**config.mk**
```make
export PLATFORM = sky130hd
export DESIGN_NAME = align_mantissa_flat
export DESIGN_NICKNAME = d
export VERILOG_FILES = /design/src/rtl/fp16_pkg.sv /design/src/rtl/align_mantissa_if.sv /design/src/rtl/align_mantissa_exp_compare.sv /design/src/rtl/align_mantissa.sv /design/src/flat_wrapper.sv
export SDC_FILE = /design/constraint.sdc
export NUM_CORES = 1
export LEC_CHECK = 0
export ABC_CLOCK_PERIOD_IN_PS = 3800
export CORE_ASPECT_RATIO = 2
export CORE_MARGIN = 3
export CORE_UTILIZATION = 50
export DETAILED_ROUTE_END_ITERATION = 6
export PLACE_DENSITY_LB_ADDON = 0.12
export SYNTH_ARGS = -nofsm -noshare
export SYNTH_HDL_FRONTEND = slang
export SYNTH_HIERARCHICAL = 1
export SYNTH_SLANG_ARGS = --single-unit
```
**constraint.sdc**
```tcl
create_clock -name clk -period 3.8 [get_ports clk]
set_clock_uncertainty 0.1 [all_clocks]
set_input_delay 0.76 -clock clk [delete_from_list [all_inputs] [get_ports clk]]
set_output_delay 0.76 -clock clk [all_outputs]
set_load 0.01 [all_outputs]
```
**src/rtl/fp16_pkg.sv**
```systemverilog
// fp16_pkg -- shared definitions for the half-precision mantissa alignment block.
//   Field widths, special-exponent limit, shift cap, exception codes,
//   alignment FSM state type and helpers that unpack an fp16 operand into
//   the aligned-mantissa layout:
//     bit13 = 0 (carry room), bit12 = hidden, [11:2] = frac, bit1 = guard,
//     bit0 = sticky.
package fp16_pkg;

  localparam int EXP_W     = 5;
  localparam int FRAC_W    = 10;
  localparam int MAN_W     = 16;
  localparam int OEXP_W    = 6;
  localparam int CNT_W     = 4;
  localparam int EXP_MAX   = 31;
  localparam int MAX_SHIFT = 13;

  localparam logic [1:0] EXC_NONE    = 2'b00;
  localparam logic [1:0] EXC_INF_NAN = 2'b10;

  typedef enum logic [1:0] {
    S_IDLE  = 2'd0,
    S_SHIFT = 2'd1,
    S_DONE  = 2'd2
  } align_state_t;

  // Subnormals (exp = 0) behave as exponent 1 with no hidden bit.
  function automatic logic [EXP_W-1:0] eff_exp(input logic [EXP_W-1:0] e);
    return (e == '0) ? EXP_W'(1) : e;
  endfunction

  function automatic logic [MAN_W-1:0] build_man(input logic [EXP_W-1:0]  e,
                                                 input logic [FRAC_W-1:0] f);
    return {2'b00, (e != '0), f, 2'b00};
  endfunction

endpackage

```
**src/rtl/align_mantissa_if.sv**
```systemverilog
// align_mantissa_if -- handshake bus of the mantissa alignment block.
//   Input side : in_valid/in_ready handshake, operands a, b (fp16).
//   Output side: out_valid/out_ready handshake, man_l, man_s, out_exp,
//                sign_l, sign_s, swapped, exception.
//   master = producer of operands / consumer of results (bench side),
//   slave  = the alignment block.
interface align_mantissa_if;
  import fp16_pkg::*;

  logic                 in_valid;
  logic                 in_ready;
  logic [MAN_W-1:0]     a;
  logic [MAN_W-1:0]     b;
  logic                 out_valid;
  logic                 out_ready;
  logic [MAN_W-1:0]     man_l;
  logic [MAN_W-1:0]     man_s;
  logic [OEXP_W-1:0]    out_exp;
  logic                 sign_l;
  logic                 sign_s;
  logic                 swapped;
  logic [1:0]           exception;

  modport master (
    output in_valid, a, b, out_ready,
    input  in_ready, out_valid, man_l, man_s, out_exp,
           sign_l, sign_s, swapped, exception
  );

  modport slave (
    input  in_valid, a, b, out_ready,
    output in_ready, out_valid, man_l, man_s, out_exp,
           sign_l, sign_s, swapped, exception
  );
endinterface

```
**src/rtl/align_mantissa_exp_compare.sv**
```systemverilog
// exp_compare -- combinational front end of the alignment block.
//   Ports:
//     i_a, i_b    : fp16 operands
//     o_swap      : 1 when b has the larger {exp, frac} magnitude (ties -> 0)
//     o_sign_l/s  : signs of larger / smaller operand
//     o_special   : either operand has exponent 31 (inf/NaN)
//     o_exp_l     : effective exponent of larger operand
//     o_shift     : alignment distance, capped at MAX_SHIFT
//     o_man_l/s   : unshifted aligned-layout mantissas of larger / smaller
module exp_compare
  import fp16_pkg::*;
(
  input  logic [MAN_W-1:0] i_a,
  input  logic [MAN_W-1:0] i_b,
  output logic             o_swap,
  output logic             o_sign_l,
  output logic             o_sign_s,
  output logic             o_special,
  output logic [EXP_W-1:0] o_exp_l,
  output logic [CNT_W-1:0] o_shift,
  output logic [MAN_W-1:0] o_man_l,
  output logic [MAN_W-1:0] o_man_s
);

  logic [EXP_W-1:0]  w_exp_a, w_exp_b, w_exp_s;
  logic [FRAC_W-1:0] w_frac_a, w_frac_b;
  logic [EXP_W-1:0]  w_diff;

  assign w_exp_a  = i_a[FRAC_W +: EXP_W];
  assign w_exp_b  = i_b[FRAC_W +: EXP_W];
  assign w_frac_a = i_a[FRAC_W-1:0];
  assign w_frac_b = i_b[FRAC_W-1:0];

  // Raw {exp, frac} ordering matches effective-value ordering, subnormals included.
  assign o_swap    = {w_exp_b, w_frac_b} > {w_exp_a, w_frac_a};
  assign o_sign_l  = o_swap ? i_b[MAN_W-1] : i_a[MAN_W-1];
  assign o_sign_s  = o_swap ? i_a[MAN_W-1] : i_b[MAN_W-1];
  assign o_special = (w_exp_a == EXP_W'(EXP_MAX)) || (w_exp_b == EXP_W'(EXP_MAX));

  assign o_exp_l = o_swap ? eff_exp(w_exp_b) : eff_exp(w_exp_a);
  assign w_exp_s = o_swap ? eff_exp(w_exp_a) : eff_exp(w_exp_b);
  assign w_diff  = o_exp_l - w_exp_s;
  assign o_shift = (w_diff > EXP_W'(MAX_SHIFT)) ? CNT_W'(MAX_SHIFT) : w_diff[CNT_W-1:0];

  assign o_man_l = o_swap ? build_man(w_exp_b, w_frac_b) : build_man(w_exp_a, w_frac_a);
  assign o_man_s = o_swap ? build_man(w_exp_a, w_frac_a) : build_man(w_exp_b, w_frac_b);

endmodule

```
**src/rtl/align_mantissa.sv**
```systemverilog
// align_mantissa -- aligns the mantissas of two fp16 operands ahead of an adder.
//   Ports:
//     clk   : sole clock, rising edge
//     rst_n : asynchronous active-low reset
//     bus   : align_mantissa_if.slave (operand and result handshakes)
//   Operation: accept in IDLE, shift the smaller mantissa right one bit per
//   SHIFT cycle (at most MAX_SHIFT cycles), hold the result in DONE until
//   out_ready. Exponent 31 on either operand bypasses SHIFT and flags an
//   exception with zeroed mantissas.
//   Build option: ALIGN_STICKY_EN -- when defined, bits shifted out of bit0
//   are ORed into bit0; otherwise they are truncated.
module align_mantissa
  import fp16_pkg::*;
(
  input logic              clk,
  input logic              rst_n,
  align_mantissa_if.slave  bus
);

  align_state_t      r_state;
  logic              r_in_ready;
  logic              r_out_valid;
  logic [MAN_W-1:0]  r_man_l;
  logic [MAN_W-1:0]  r_man_s;
  logic [OEXP_W-1:0] r_out_exp;
  logic              r_sign_l;
  logic              r_sign_s;
  logic              r_swapped;
  logic [1:0]        r_exception;
  logic [CNT_W-1:0]  r_cnt;

  logic              w_swap, w_sign_l, w_sign_s, w_special;
  logic [EXP_W-1:0]  w_exp_l;
  logic [CNT_W-1:0]  w_shift;
  logic [MAN_W-1:0]  w_man_l, w_man_s;

  function automatic logic [MAN_W-1:0] shift_right1(input logic [MAN_W-1:0] m);
    logic [MAN_W-1:0] r;
    r = m >> 1;
`ifdef ALIGN_STICKY_EN
    r[0] = m[1] | m[0];
`endif
    return r;
  endfunction

  exp_compare u_cmp (
    .i_a      (bus.a),
    .i_b      (bus.b),
    .o_swap   (w_swap),
    .o_sign_l (w_sign_l),
    .o_sign_s (w_sign_s),
    .o_special(w_special),
    .o_exp_l  (w_exp_l),
    .o_shift  (w_shift),
    .o_man_l  (w_man_l),
    .o_man_s  (w_man_s)
  );

  always_ff @(posedge clk or negedge rst_n) begin
    if (!rst_n) begin
      r_state     <= S_IDLE;
      r_in_ready  <= 1'b1;
      r_out_valid <= 1'b0;
      r_man_l     <= '0;
      r_man_s     <= '0;
      r_out_exp   <= '0;
      r_sign_l    <= 1'b0;
      r_sign_s    <= 1'b0;
      r_swapped   <= 1'b0;
      r_exception <= EXC_NONE;
      r_cnt       <= '0;
    end else begin
      case (r_state)
        S_IDLE: begin
          if (bus.in_valid) begin
            r_in_ready <= 1'b0;
            r_sign_l   <= w_sign_l;
            r_sign_s   <= w_sign_s;
            r_swapped  <= w_swap;
            if (w_special) begin
              r_man_l     <= '0;
              r_man_s     <= '0;
              r_out_exp   <= OEXP_W'(EXP_MAX);
              r_exception <= EXC_INF_NAN;
              r_cnt       <= '0;
              r_out_valid <= 1'b1;
              r_state     <= S_DONE;
            end else begin
              r_man_l     <= w_man_l;
              r_man_s     <= w_man_s;
              r_out_exp   <= {1'b0, w_exp_l};
              r_exception <= EXC_NONE;
              r_cnt       <= w_shift;
              if (w_shift == '0) begin
                r_out_valid <= 1'b1;
                r_state     <= S_DONE;
              end else begin
                r_state     <= S_SHIFT;
              end
            end
          end
        end
        S_SHIFT: begin
          r_man_s <= shift_right1(r_man_s);
          r_cnt   <= r_cnt - CNT_W'(1);
          // Last shift lands together with the DONE entry.
          if (r_cnt == CNT_W'(1)) begin
            r_out_valid <= 1'b1;
            r_state     <= S_DONE;
          end
        end
        S_DONE: begin
          if (bus.out_ready) begin
            r_out_valid <= 1'b0;
            r_in_ready  <= 1'b1;
            r_state     <= S_IDLE;
          end
        end
        default: begin
          r_out_valid <= 1'b0;
          r_in_ready  <= 1'b1;
          r_state     <= S_IDLE;
        end
      endcase
    end
  end

  assign bus.in_ready  = r_in_ready;
  assign bus.out_valid = r_out_valid;
  assign bus.man_l     = r_man_l;
  assign bus.man_s     = r_man_s;
  assign bus.out_exp   = r_out_exp;
  assign bus.sign_l    = r_sign_l;
  assign bus.sign_s    = r_sign_s;
  assign bus.swapped   = r_swapped;
  assign bus.exception = r_exception;

endmodule

```
**src/flat_wrapper.sv**
```systemverilog
// flat-port wrapper written by rule: the top's interface ports become plain ports
module align_mantissa_flat import fp16_pkg::*;
  (clk, rst_n, bus_in_valid, bus_a, bus_b, bus_out_ready, bus_in_ready, bus_out_valid, bus_man_l, bus_man_s, bus_out_exp, bus_sign_l, bus_sign_s, bus_swapped, bus_exception);
  align_mantissa_if bus_i ();
  input logic clk;
  input logic rst_n;
  input wire logic [$bits(bus_i.in_valid)-1:0] bus_in_valid;
  input wire logic [$bits(bus_i.a)-1:0] bus_a;
  input wire logic [$bits(bus_i.b)-1:0] bus_b;
  input wire logic [$bits(bus_i.out_ready)-1:0] bus_out_ready;
  output wire logic [$bits(bus_i.in_ready)-1:0] bus_in_ready;
  output wire logic [$bits(bus_i.out_valid)-1:0] bus_out_valid;
  output wire logic [$bits(bus_i.man_l)-1:0] bus_man_l;
  output wire logic [$bits(bus_i.man_s)-1:0] bus_man_s;
  output wire logic [$bits(bus_i.out_exp)-1:0] bus_out_exp;
  output wire logic [$bits(bus_i.sign_l)-1:0] bus_sign_l;
  output wire logic [$bits(bus_i.sign_s)-1:0] bus_sign_s;
  output wire logic [$bits(bus_i.swapped)-1:0] bus_swapped;
  output wire logic [$bits(bus_i.exception)-1:0] bus_exception;
  assign bus_i.in_valid = bus_in_valid;
  assign bus_i.a = bus_a;
  assign bus_i.b = bus_b;
  assign bus_i.out_ready = bus_out_ready;
  assign bus_in_ready = bus_i.in_ready;
  assign bus_out_valid = bus_i.out_valid;
  assign bus_man_l = bus_i.man_l;
  assign bus_man_s = bus_i.man_s;
  assign bus_out_exp = bus_i.out_exp;
  assign bus_sign_l = bus_i.sign_l;
  assign bus_sign_s = bus_i.sign_s;
  assign bus_swapped = bus_i.swapped;
  assign bus_exception = bus_i.exception;
  align_mantissa u_core (.clk(clk), .rst_n(rst_n), .bus(bus_i));
endmodule
```
**Word level (Yosys, flattened, before mapping)**

Cells that the tools add are included.

- Add/subtract/negate cells: 2
- Shift-type cells: 0
- Eq/ne operators: 9
- Order comparisons: 2
- Bitwise gates (word level): 1
- Multiplexer cells: 33
- Multipliers: 0
- Reductions and logical operators: 13
- Div/mod/pow operators: 0

Operators with widths:

| kind | count |
|---|---|
| two-way mux 13 bit | 4 |
| case mux 16 bit (2 select lines) | 1 |
| two-way mux 5 bit | 5 |
| two-way mux 16 bit | 1 |
| > comparator 15 bit | 1 |
| two-way mux 2 bit | 6 |
| two-way mux 4 bit | 3 |
| == test 5 bit, second input constant | 2 |
| logical NOT 5 bit | 2 |
| nonzero test 5 bit | 2 |
| two-way mux 1 bit | 9 |
| case mux 4 bit (2 select lines) | 1 |
| case mux 1 bit (3 select lines) | 2 |
| case mux 2 bit (3 select lines) | 1 |
| AND reduction 3 bit | 2 |
| > comparator 5 x 4 -> 1 bit, second input constant | 1 |
| subtractor 5 bit | 1 |
| == test 4 x 1 -> 1 bit, second input constant | 1 |
| logical NOT 4 bit | 1 |
| inequality test 2 bit, second input constant | 2 |
| AND reduction 2 bit | 2 |
| AND reduction 4 bit | 1 |
| subtractor 4 x 1 -> 4 bit, second input constant | 1 |
| inequality test 3 x 2 -> 1 bit, second input constant | 1 |
| other kinds (7) | 7 |

- RAM bits: 0
- Memories: 0
- Bits in registers: 51
- Input bits: 36
- Bits in latches: 0
- Output and inout bits: 45
- Bits in read-only memories: 0

**Depth between registers and ports, before layout**

Gate-level depths: netlist of the first run.

- Word-level depth: 11
- Gate-level depth with buffers: 20
- Depth with buffers taken out: 19

**Hierarchy**

The synthesis of the first run kept the hierarchy.

Modules (own cells, without submodules):

| module | cells each | instances | area an instance (µm²) |
|---|---|---|---|
| align_mantissa | 231 | 1 | 2204.6 |
| exp_compare | 190 | 1 | 1192.4 |

**Worst setup path after synthesis of the first run**

No wires, ideal clock.

- Path kind: input-to-reg
- Start: input bus_a[4]
- End: register u_core.r_cnt[3]
- Setup time: 0.067 ns
- Path slack: -0.546 ns
- Stages: 19
- Arrival: 4.179 ns
- Cells stage by stage: inv_1 ha_1 nand4_1 a21oi_1 o21ai_1 nor3b_1 clkbuf_1 o21a_1 a21oi_1 ha_1 fa_1 nor2b_1 o21ai_0 nand2b_1 xor2_1 or2_2 or4bb_1 nor2_1 a311o_1

- Cells in the longest elaborated chain, start to end: 8

RTL lines:

| item | line | source |
|---|---|---|
| start, declared | flat_wrapper.sv:8 | `input wire logic [$bits(bus_i.a)-1:0] bus_a;` |
| > comparator 15 bit * | align_mantissa_exp_compare.sv:35 | `assign o_swap = {w_exp_b, w_frac_b} > {w_exp_a, w_frac_a};` |
| two-way mux 5 bit (on tied branches) | align_mantissa_exp_compare.sv:40, align_mantissa_exp_compare.sv:41 |  |
| subtractor 5 bit * | align_mantissa_exp_compare.sv:42 | `assign w_diff = o_exp_l - w_exp_s;` |
| > comparator 5 x 4 -> 1 bit | align_mantissa_exp_compare.sv:43 | `assign o_shift = (w_diff > EXP_W'(MAX_SHIFT)) ? CNT_W'(MAX_SHIFT) : w_diff[CNT_W-1:0];` |
| two-way mux 4 bit * | align_mantissa_exp_compare.sv:43 |  |
| net u_core.w_shift[3] | align_mantissa.sv:34 | `logic [CNT_W-1:0] w_shift;` |
| two-way mux 4 bit * | align_mantissa.sv:80 | `if (w_special) begin` |
| two-way mux 4 bit * | align_mantissa.sv:75 | `if (bus.in_valid) begin` |
| case mux 4 bit (2 select lines) * | align_mantissa.sv:73 | `case (r_state)` |
| end signal, assigned | align_mantissa.sv:93 | `r_cnt <= w_shift;` |
| end signal, assigned | align_mantissa.sv:105 | `r_cnt <= r_cnt - CNT_W'(1);` |
| end, declared | align_mantissa.sv:30 | `logic [CNT_W-1:0] r_cnt;` |

Mark *: on every way through the listed nets, which the timed path passes. The rest lies on a longest branch. The select of a mux whose other input is x is not followed.
A chain may end at the register's enable or synchronous reset.

**Final worst setup path of the first run**

- Start: input bus_a[6]
- End: register u_core.r_state[1]

- Cells in the longest elaborated chain, start to end: 10

RTL lines:

| item | line | source |
|---|---|---|
| > comparator 15 bit * | align_mantissa_exp_compare.sv:35 |  |
| net u_core.w_swap | align_mantissa.sv:32 | `logic w_swap, w_sign_l, w_sign_s, w_special;` |
| two-way mux 5 bit (on tied branches) | align_mantissa_exp_compare.sv:40, align_mantissa_exp_compare.sv:41 |  |
| subtractor 5 bit * | align_mantissa_exp_compare.sv:42 |  |
| > comparator 5 x 4 -> 1 bit | align_mantissa_exp_compare.sv:43 |  |
| two-way mux 4 bit * | align_mantissa_exp_compare.sv:43 |  |
| net u_core.w_shift[1] | align_mantissa.sv:34 |  |
| logical NOT 4 bit * | align_mantissa.sv:94 | `if (w_shift == '0) begin` |
| two-way mux 2 bit * | align_mantissa.sv:94 |  |
| two-way mux 2 bit * | align_mantissa.sv:80 |  |
| two-way mux 2 bit * | align_mantissa.sv:75 |  |
| case mux 2 bit (3 select lines) * | align_mantissa.sv:73 |  |
| end signal, assigned | align_mantissa.sv:87 | `r_state <= S_DONE;` |
| end signal, assigned | align_mantissa.sv:96 | `r_state <= S_DONE;` |
| end signal, assigned | align_mantissa.sv:98 | `r_state <= S_SHIFT;` |
| end, declared | align_mantissa.sv:20 | `align_state_t r_state;` |

Marked as above.

==> impl_results.md, run 1 <==
* GRT overflow at 0
* TritonCTS clock tree: yes
* Crit end category: flop
* # rows at 41
* Total net switching power at 1250 uW
* Hold WC Path Type: reg -> reg
* Sw Ratio at 0.403
* Largest family of logic cells by synthesized area: compound AO/OA/AOI/OAI gates
* Flops & latches, synth at just under 50
* Area grow syn2layout at 52.1%
* Internal at roughly 1900 uW
* H-Tree Level Count at 2
* Final TNS setup at -1190 ps
* Max-slew violation count at 0
* Sequential element share of the synthesized area at 0.361
* Number of synthesized flops with an enable pin at 0
* Rel. slew slack at 0.259
* Post-Synthesis Cells at 421
* Ys Warns at 6
* Buffers on Ports at between 70 and 80
* Commonest non-fill, non-tap cells in the layout: 87 x nand2_1, 60 x o21ai_0, 53 x buf_4
* Post-Syn Area per Cell at 8.07 sq um
* Routability Congestion at 0.886
* Worst Max-Slew Pin Slew at roughly 1100 ps
* Worst skew pair latency at roughly 300 ps
* Power density over the cells at approximately 600 mW/mm^2
* Vias in the first global route at between 3000 and 4000
* Max Cap Viol at 0
* Tcrit/Tclk final at 1.08
* Mapped cell area at about 0.0034 sq mm
* Top sig layer: met4
* Filler cell count at about 430
* Number of remaining DRC errors at 0
* First-pass GRT wire length at between 15000 and 20000 microns
* Synth top area share at 0.354
* Pre-Repair DR Iteration Count at 5
* Share of layout cells above drive strength 1 at 0.316
* Initial DRC Count at approximately 330
* Synth cell types at 54
* Synth Area in Compound Gates at 0.239
* Failing checks: setup timing
* Final setup viols at 6
* HPWL after detailed placement at a little over 7000 microns
* Num Clock Sinks at about 50
* Critical Path RT at a little under 4000 ps
* Final WS setup at -294 ps
* Dominant register cell in the synthesized netlist: dfrtp_1
* CP arrival at 4150 ps
* Adder-cell area share of the yosys netlist at 0.0832
* Seq pwr share at 0.311
* Wirelength per Cell at approximately 18 microns
* Die X-Extent at approximately 64 microns
* Final core utilization at 0.799
* XOR/XNOR Fraction of Synth Area at 0.0103
* Biggest fanout along the worst timing path at 6
* Top area cells in the synthesized netlist: dfrtp_1 35%, o21ai_0 10%, nand2_1 9.7%
* Yosys top cell by area: dfrtp_1
* Met2 wire length at between 5000 and 6000 microns
* Die area at between 0.007 and 0.008 sq mm
* Num ports at just over 80
* Comb pwr share at 0.545
* Most common cell after layout, fill and taps aside: nand2_1
* Max VDD drop at about 0.00027 V
* Critical path class: in -> reg
* Mux cell area share after synthesis at 0
* Critical Path Start Type: primary input
* Clk buf depth at 2
* Final Hold Fails at 0
* Status: finished with violations
* Layout Nets at roughly 600
* Die H at about 120 microns
* Worst-path clk slew at approximately 70 ps
* RSZ-0062 raised after global routing: true
* Core area at roughly 0.0065 sq mm
* Num CTS Buffers at 5
* Initial core utilization at 0.526
* DP Worst Slack at -983 ps
* Met3 WL at 614 microns
* Largest net degree at the start of global routing at 50
* Synth async-reset ratio at 1.00
* F_max at roughly 240 MHz
* Routed WL at between 10000 and 15000 microns
* Vias at approximately 3600
* Total power at ~3100 uW
* Initial antenna violation count at 0
* Via density at around 5.7
* ANT nets after route at 0
* Clock power share at 0.144
* Total GRT Usage at 0.261
* Static Leakage at 0.00235 uW
* Simple-gate share of the synthesized area at 0.194
* Met1 WL at 4070 microns
* Min cycle time layout at just over 4000 ps
* Root Driver: clkbuf_16
* N_diodes at 0
metal layers:
layer / vias up / global-route usage
li1: 1662 / -
met1: 1695 / 0.293
met2: 177 / 0.477
met3: 57 / 0.0266
met4: 0 / 0.132
met5: - / 0
stage by stage:
step	std cells	hold WS, ps	cell area (sq um)
2_1_floorplan	431	364	3690
3_3_place_gp	600	351	4630
3_5_place_dp	600	361	4630
4_1_cts	619	379	4900
5_1_grt	627	398	5170
6_report	627	376	5170
cell families (layout without fill, tap and decap cells):
group / Yosys count / after routing
flip-flops: 49 / 49
other: 2 / 12
adder cells (fa/ha/maj): 22 / 22
buffers and inverters: 72 / 182
XOR/XNOR: 4 / 4
AO/OA/AOI/OAI: 137 / 137
AND/OR/NAND/NOR: 135 / 135
repair_timing:
item | 4_1_cts | 5_1_grt
resized for setup | 148 | 52
setup endpoints to repair | 7 | 7
pin swaps | 34 | 35
buffers inserted | 13 | 9
cloned | 0 | 0
hold buffers | 0 | 0
cell usage after synthesis (all sizes together), types with 3 or more instances:
cell    count
nand2b      3
dfrtp      48
o21a        6
buf        27
o21ai      82
nor2        5
ha         21
nor3b       4
clkbuf      9
nand2      88
nor4        4
nand4       6
nand3      10
inv        36
a21oi      16
nor2b       4
o211ai      3
a22oi      14
state kept, by name, indices dropped and copies added, names as in the netlist:
signal,flops
u_core/bus.exception,1
u_core/bus.swapped,1
u_core/bus.man_s,16
u_core/bus.sign_s,1
u_core/bus.out_valid,1
u_core/bus.in_ready,1
u_core/bus.man_l,16
u_core/r_cnt,4
u_core/bus.sign_l,1
u_core/bus.out_exp,5
u_core/r_state,2
layout make-up:
cell class | count | area, sq um | area share
clock buffers | 6 | 129 | 0.0249
clock inverters | 2 | 15.0 | 0.00291
inverters | 36 | 165 | 0.0320
multi-input cells | 310 | 2270 | 0.439
flip-flops and latches | 49 | 1230 | 0.238
well taps | 86 | 108 | 0.0208
repair buffers | 138 | 1260 | 0.243
final timing paths:
path                                                         from                                end  slack, ps  depth (start not counted)
worst max-delay path                                     bus_a[6]      u_core/r_state[1]$_DFFE_PN0P_       -290                         21
worst min-delay path            u_core/bus.out_exp[4]$_DFFE_PN0P_  u_core/bus.out_exp[4]$_DFFE_PN0P_        380                          2
worst max register to register      u_core/r_state[0]$_DFFE_PN0P_        u_core/r_cnt[1]$_DFFE_PN0P_       1660                          4
worst min register to register  u_core/bus.out_exp[4]$_DFFE_PN0P_  u_core/bus.out_exp[4]$_DFFE_PN0P_        380                          2
max in group asynchronous                                   rst_n    u_core/bus.man_l[8]$_DFFE_PN0P_       2340                          1
min in group asynchronous                                   rst_n   u_core/bus.man_l[13]$_DFFE_PN0P_        580                          1
critical path: stages:
cell and delay, ps:
buf_12 90, inv_12 30, ha_4 260, nand4_1 150
buf_4 180, buf_4 130, o31ai_2 230, o21a_4 260
inv_8 60, a221oi_4 360, fa_2 290, nor2b_1 50
o21ai_1 120, nand2b_1 100, buf_4 150, xor2_2 150
buf_4 150, nor3b_4 230, nor4_4 90, o21ai_2 190
o311ai_2 130
power by group through the flow:
| stage | Clock (uW) | Combinational, uW | Sequential, uW |
|---|---|---|---|
| floorplan | 0 | 802 | 1010 |
| global placement | 0 | 1470 | 958 |
| detailed placement | 0 | 1510 | 972 |
| CTS | 449 | 1570 | 964 |
| global route | 473 | 1830 | 1000 |
| finish | 450 | 1700 | 968 |
No activity file was read; power rests on OpenSTA's default activity.
==> inputs of run 2 (changes only) <==
--- a/config.mk
+++ b/config.mk
@@ -8,6 +8,7 @@
 export ABC_CLOCK_PERIOD_IN_PS = 3800
 export CORE_ASPECT_RATIO = 2
-export CORE_MARGIN = 3
+export CORE_MARGIN = 2
 export CORE_UTILIZATION = 50
+export CTS_BUF_LIST = sky130_fd_sc_hd__clkbuf_8
 export DETAILED_ROUTE_END_ITERATION = 6
 export PLACE_DENSITY_LB_ADDON = 0.12
==> constraint.sdc (replaced) <==
create_clock -name clk -period 3.8 [get_ports clk]
set_clock_uncertainty 0.1 [all_clocks]
set_input_delay 1.14 -clock clk [delete_from_list [all_inputs] [get_ports clk]]
set_output_delay 1.14 -clock clk [all_outputs]
set_load 0.01 [all_outputs]
==> impl_results.md, run 2 (synthesis gave the netlist of run 1 again) <==
* Commonest non-fill, non-tap cells in the layout: 87 x nand2_1, 71 x buf_4, 60 x o21ai_0
* Worst-path clk slew at roughly 110 ps
* Total GRT Usage at 0.292
* Final WS setup at -631 ps
* Filler cell count at about 430
* Initial DRC Count at between 300 and 400
* Die area at about 0.0075 sq mm
* Max Cap Viol at 0
* Layout Nets at about 600
* Num Clock Sinks at just under 50
* Hold WC Path Type: reg -> reg
* Die H at 121 microns
* Share of layout cells above drive strength 1 at 0.347
* DP Cell Count at 605
* Footprint of the multi-input gates at 0.00227 sq mm
* Met1 WL at ~4000 microns
* GRT overflow at 0
* Via density at around 5.7
* Met2 wire length at 5870 microns
* CTS Hold Bufs at 0
* Vias at around 3700
* Fin cells at between 600 and 700
* ANT nets after route at 0
* Biggest fanout along the worst timing path at 6
* Most common cell after layout, fill and taps aside: nand2_1
* Root Driver: clkbuf_8
* F_max at roughly 230 MHz
* Routability Congestion at a little over 0.9
* Tcrit/Tclk final at 1.17
* Buffers on Ports at 78
* Failing checks: setup timing
* Max-slew violation count at 0
* Total power at between 3000 and 4000 uW
* Critical path class: in -> reg
* Final Instance Area at 0.00526 sq mm
* N_diodes at 0
* TritonCTS clock tree: yes
* Initial antenna violation count at 0
* Rel. slew slack at 0.227
* Static Leakage at around 0.0024 uW
* Met3 WL at a little under 600 microns
* Final Hold Fails at 0
* Hold_ws at approximately 380 ps
* Crit end category: flop
* Wirelength per Cell at approximately 17 microns
* Initial core utilization at 0.513
* Power density over the cells at between 500 and 600 mW/mm^2
* Clk buf depth at 2
* Reg area at ~0.0012 sq mm
* RSZ-0062 raised after global routing: true
* Num ports at 81
* Status: finished with violations
* Num CTS Buffers at 5
* Placed cell area at about 0.0047 sq mm
* Critical Path Start Type: primary input
* First-pass GRT wire length at between 15000 and 20000 microns
* H-Tree Level Count at 2
* Pre-Repair DR Iteration Count at 6
* Worst Max-Slew Pin Slew at ~1200 ps
* CP arrival at 4580 ps
* Max VDD drop at around 0.00026 V
* Largest net degree at the start of global routing at 50
* Critical Path RT at around 4000 ps
* Min cycle time layout at about 4400 ps
* Number of remaining DRC errors at 0
* Routed WL at between 10000 and 15000 microns
* Core area at around 0.0066 sq mm
* # rows at between 40 and 50
* Worst skew pair latency at ~330 ps
* HPWL after detailed placement at just over 7000 microns
* Vias in the first global route at roughly 3700
* Area grow syn2layout at 55.0%
* Final setup viols at 7
* Top sig layer: met4
* Die X-Extent at 62.3 microns
[run 2: cell types whose count changed in the layout (fill, tap and decap cells not counted), moves of 2 or more]
| cell | change |
|---|---|
| clkbuf_2 | -2 |
| clkbuf_8 | +5 |
| buf_4 | +18 |
| clkbuf_16 | -5 |
| clkdlybuf4s15_1 | -2 |
| buf_12 | -2 |
| buf_8 | +2 |
| buf_2 | +3 |
[run 2: worst paths after layout]
kind | to | cells after the start | slack (ps) | startpoint
max in group asynchronous | u_core/bus.man_s[13]$_DFFE_PN0P_ | 1 | 2000 | rst_n
min reg2reg | u_core/bus.out_exp[1]$_DFFE_PN0P_ | 2 | 380 | u_core/bus.out_exp[1]$_DFFE_PN0P_
min in group asynchronous | u_core/bus.exception[1]$_DFFE_PN0P_ | 1 | 910 | rst_n
min | u_core/bus.out_exp[1]$_DFFE_PN0P_ | 2 | 380 | u_core/bus.out_exp[1]$_DFFE_PN0P_
max reg2reg | u_core/bus.man_s[2]$_DFFE_PN0P_ | 3 | 1790 | u_core/r_state[0]$_DFFE_PN0P_
max | u_core/r_cnt[3]$_DFFE_PN0P_ | 18 | -630 | bus_b[14]
[run 2: layout make-up]
class / count / area share
multi-input combinational: 310 / 0.430
timing repair buffer: 156 / 0.262
sequential: 49 / 0.233
inverter: 36 / 0.0319
tap: 88 / 0.0209
clock buffer: 5 / 0.0131
clock inverter: 3 / 0.00879
[run 2: critical path: stages]
cell	delay, ps
buf_8	100
ha_4	280
nand4_4	150
buf_6	160
nor4_4	310
buf_4	200
o21a_1	150
a21oi_2	40
ha_2	190
fa_2	340
nor2b_1	120
o21ai_1	80
nand2b_1	190
xor2_2	190
or2_4	160
or4bb_1	430
nor2_2	170
a311o_1	170
[run 2: power by group]
part | internal, uW | total (uW) | switching, uW
Combinational | 870 | 1720 | 847
Sequential | 763 | 965 | 202
Clock | 197 | 402 | 204
Total | 1830 | 3080 | 1250
[run 2: what timing repair did]
action	CTS	global route
pin swaps	43	20
setup endpoints to repair	7	7
resized for setup	171	42
buffers inserted	35	2
[run 2: layer usage]
metal / vias up / global-route usage
li1: 1708 / -
met1: 1723 / 0.310
met2: 177 / 0.545
met3: 58 / 0.0400
met4: 0 / 0.167
met5: - / 0
[run 2: through the flow]
step            util  TNS, ps  worst slack (ps)
6_report       0.795    -3210              -631
5_1_grt        0.795    -4160              -753
4_1_cts        0.776    -2440              -456
3_5_place_dp   0.703    -9640             -1380
3_3_place_gp   0.703    -8400             -1240
2_1_floorplan      -    -2490              -533
==> inputs of run 3 (changes only) <==
CORE_ASPECT_RATIO = unset   (was 2)
SLEW_MARGIN = 25   (was unset)
==> impl_results.md, run 3 (synthesis gave the netlist of run 1 again) <==
* Status: finished with violations
* Failing checks: setup timing
* Die H at about 86 microns
* GRT overflow at 0
* Clock power share at 0.114
* Share of layout cells above drive strength 1 at 0.315
* Critical path class: in -> reg
* Rel. slew slack at 0.557
* Biggest fanout along the worst timing path at 13
* Die area at ~0.0075 sq mm
* Max-slew violation count at 0
* Num Clock Sinks at 49
* CP bufs+invs at 4
* Num CTS Buffers at 5
* Cell family with most CP delay: simple AND/OR/NAND/NOR gates
* FF-to-FF path depth at 4
* CP Cell Sequence: clkdlybuf4s15_1, inv_2, ha_1, nand3_1, nor4_4, o21a_4, buf_8, o21ai_0, buf_4, ha_1, o21ai_1, nand2b_1, xor2_2, or2_4, or4bb_1, nor2_1, a311o_1
* Via density at ~5.4
* Crit end category: flop
* Sw Ratio at 0.399
* Clk buf depth at 2
* Power density over the cells at about 580 mW/mm^2
* Hold WC Path Type: reg -> reg
* CTS Hold Bufs at 0
* Number of remaining DRC errors at 0
* Critical Path Start Type: primary input
* # rows at 30
* Seq pwr share at 0.329
* Final Instance Area at between 0.005 and 0.006 sq mm
* Core area at around 0.0067 sq mm
* Initial antenna violation count at 0
* Final TNS setup at -3360 ps
* Final Hold Fails at 0
* Initial DRC Count at 271
* Routed WL at just under 10000 microns
* N_diodes at 0
* Vias at 3422
* Worst Max-Slew Pin Slew at about 660 ps
* Slowest CP cell: nor4_4
* Static Leakage at approximately 0.0024 uW
* Crit path top cell by count: ha_1
* Critical Path RT at approximately 3900 ps
* Root Driver: clkbuf_8
* Internal at 1740 uW
* Die X-Extent at just under 90 microns
* Layout Nets at around 600
* CP arrival at around 4500 ps
* Routability Congestion at about 0.89
* Commonest non-fill, non-tap cells in the layout: 87 x nand2_1, 64 x buf_4, 62 x o21ai_0
* Final setup viols at 7
* Comb pwr share at 0.557
* Area grow syn2layout at 47.9%
* Wirelength per Cell at ~16 microns
* CP Depth at 17
* Vias in the first global route at around 3200
* Max VDD drop at about 0.00042 V
* TritonCTS clock tree: yes
* Largest net degree at the start of global routing at 50
* Hold_ws at approximately 380 ps
* Worst-path clk slew at approximately 100 ps
* RSZ-0062 raised after global routing: true
* HPWL after detailed placement at 7100 microns
* Buffers on Ports at 78
* F_max at approximately 230 MHz
* Num ports at approximately 80
* Min cycle time layout at roughly 4400 ps
* Worst skew pair latency at 310 ps
* H-Tree Level Count at 2
* Total GRT Usage at 0.259
* DP Worst Slack at -1510 ps
* Hold Path Depth at 2
* Max Cap Viol at 0
* Pre-Repair DR Iteration Count at 4
* ANT nets after route at 0
* Crit-path max cell delay at 390 ps
* Initial core utilization at 0.508
* Worst reg2reg setup slack at roughly 1900 ps
* Tcrit/Tclk final at 1.15
* Final WS setup at -572 ps
* First-pass GRT wire length at around 15000 microns
* Total net switching power at around 1200 uW
* Placed cell area at 0.00470 sq mm
* Most common cell after layout, fill and taps aside: nand2_1
* Total power at approximately 2900 uW
run 3: final cells by class:
class,instances,area [sq um]
fillers,502,1660
repair buffers,147,1240
inverters,36,158
clock buffers,6,82.6
multi-input cells,310,2200
well taps,80,100
flip-flops and latches,49,1230
clock inverters,2,13.8
run 3: metal layers:
layer	global-route usage	share of wire	wire, microns
met5	0	0	0
met4	0.0653	0.019	188
met3	0.0390	0.046	455
met2	0.430	0.49	4800
met1	0.357	0.45	4390
run 3: stage by stage:
stage,cells,utilization
6_report,630,0.752
5_1_grt,630,0.752
4_1_cts,617,0.723
3_5_place_dp,604,0.703
3_3_place_gp,604,0.703
2_1_floorplan,431,-
run 3: timing repair:
action | in CTS | in global routing
pin swaps | 25 | 36
cloned | 0 | 2
gates resized for setup | 91 | 65
endpoints found under the setup margin | 7 | 7
setup buffers | 6 | 13
run 3: power groups by stage:
stage	logic [uW]	clock network [uW]	registers (uW)
after detailed placement	1520	0	967
after global routing	1780	353	989
final	1620	331	956
after global placement	1490	0	954
after floorplan	802	0	1010
after CTS	1540	337	956
run 3: path summary, 6_finish.rpt:
check / startpoint / end
max in group asynchronous: rst_n / u_core/bus.man_s[14]$_DFFE_PN0P_
min in group asynchronous: rst_n / u_core/bus.man_l[13]$_DFFE_PN0P_
min: u_core/bus.out_exp[2]$_DFFE_PN0P_ / u_core/bus.out_exp[2]$_DFFE_PN0P_
max reg2reg: u_core/r_state[0]$_DFFE_PN0P_ / u_core/bus.man_l[1]$_DFFE_PN0P_
max: bus_b[0] / u_core/r_cnt[3]$_DFFE_PN0P_
min reg2reg: u_core/bus.out_exp[2]$_DFFE_PN0P_ / u_core/bus.out_exp[2]$_DFFE_PN0P_
run 3: tightest hold or removal path, stage by stage, from the launching register on:
cell	delay [ps]
dfrtp_1	350
nand2_1	50
nand2_1	50
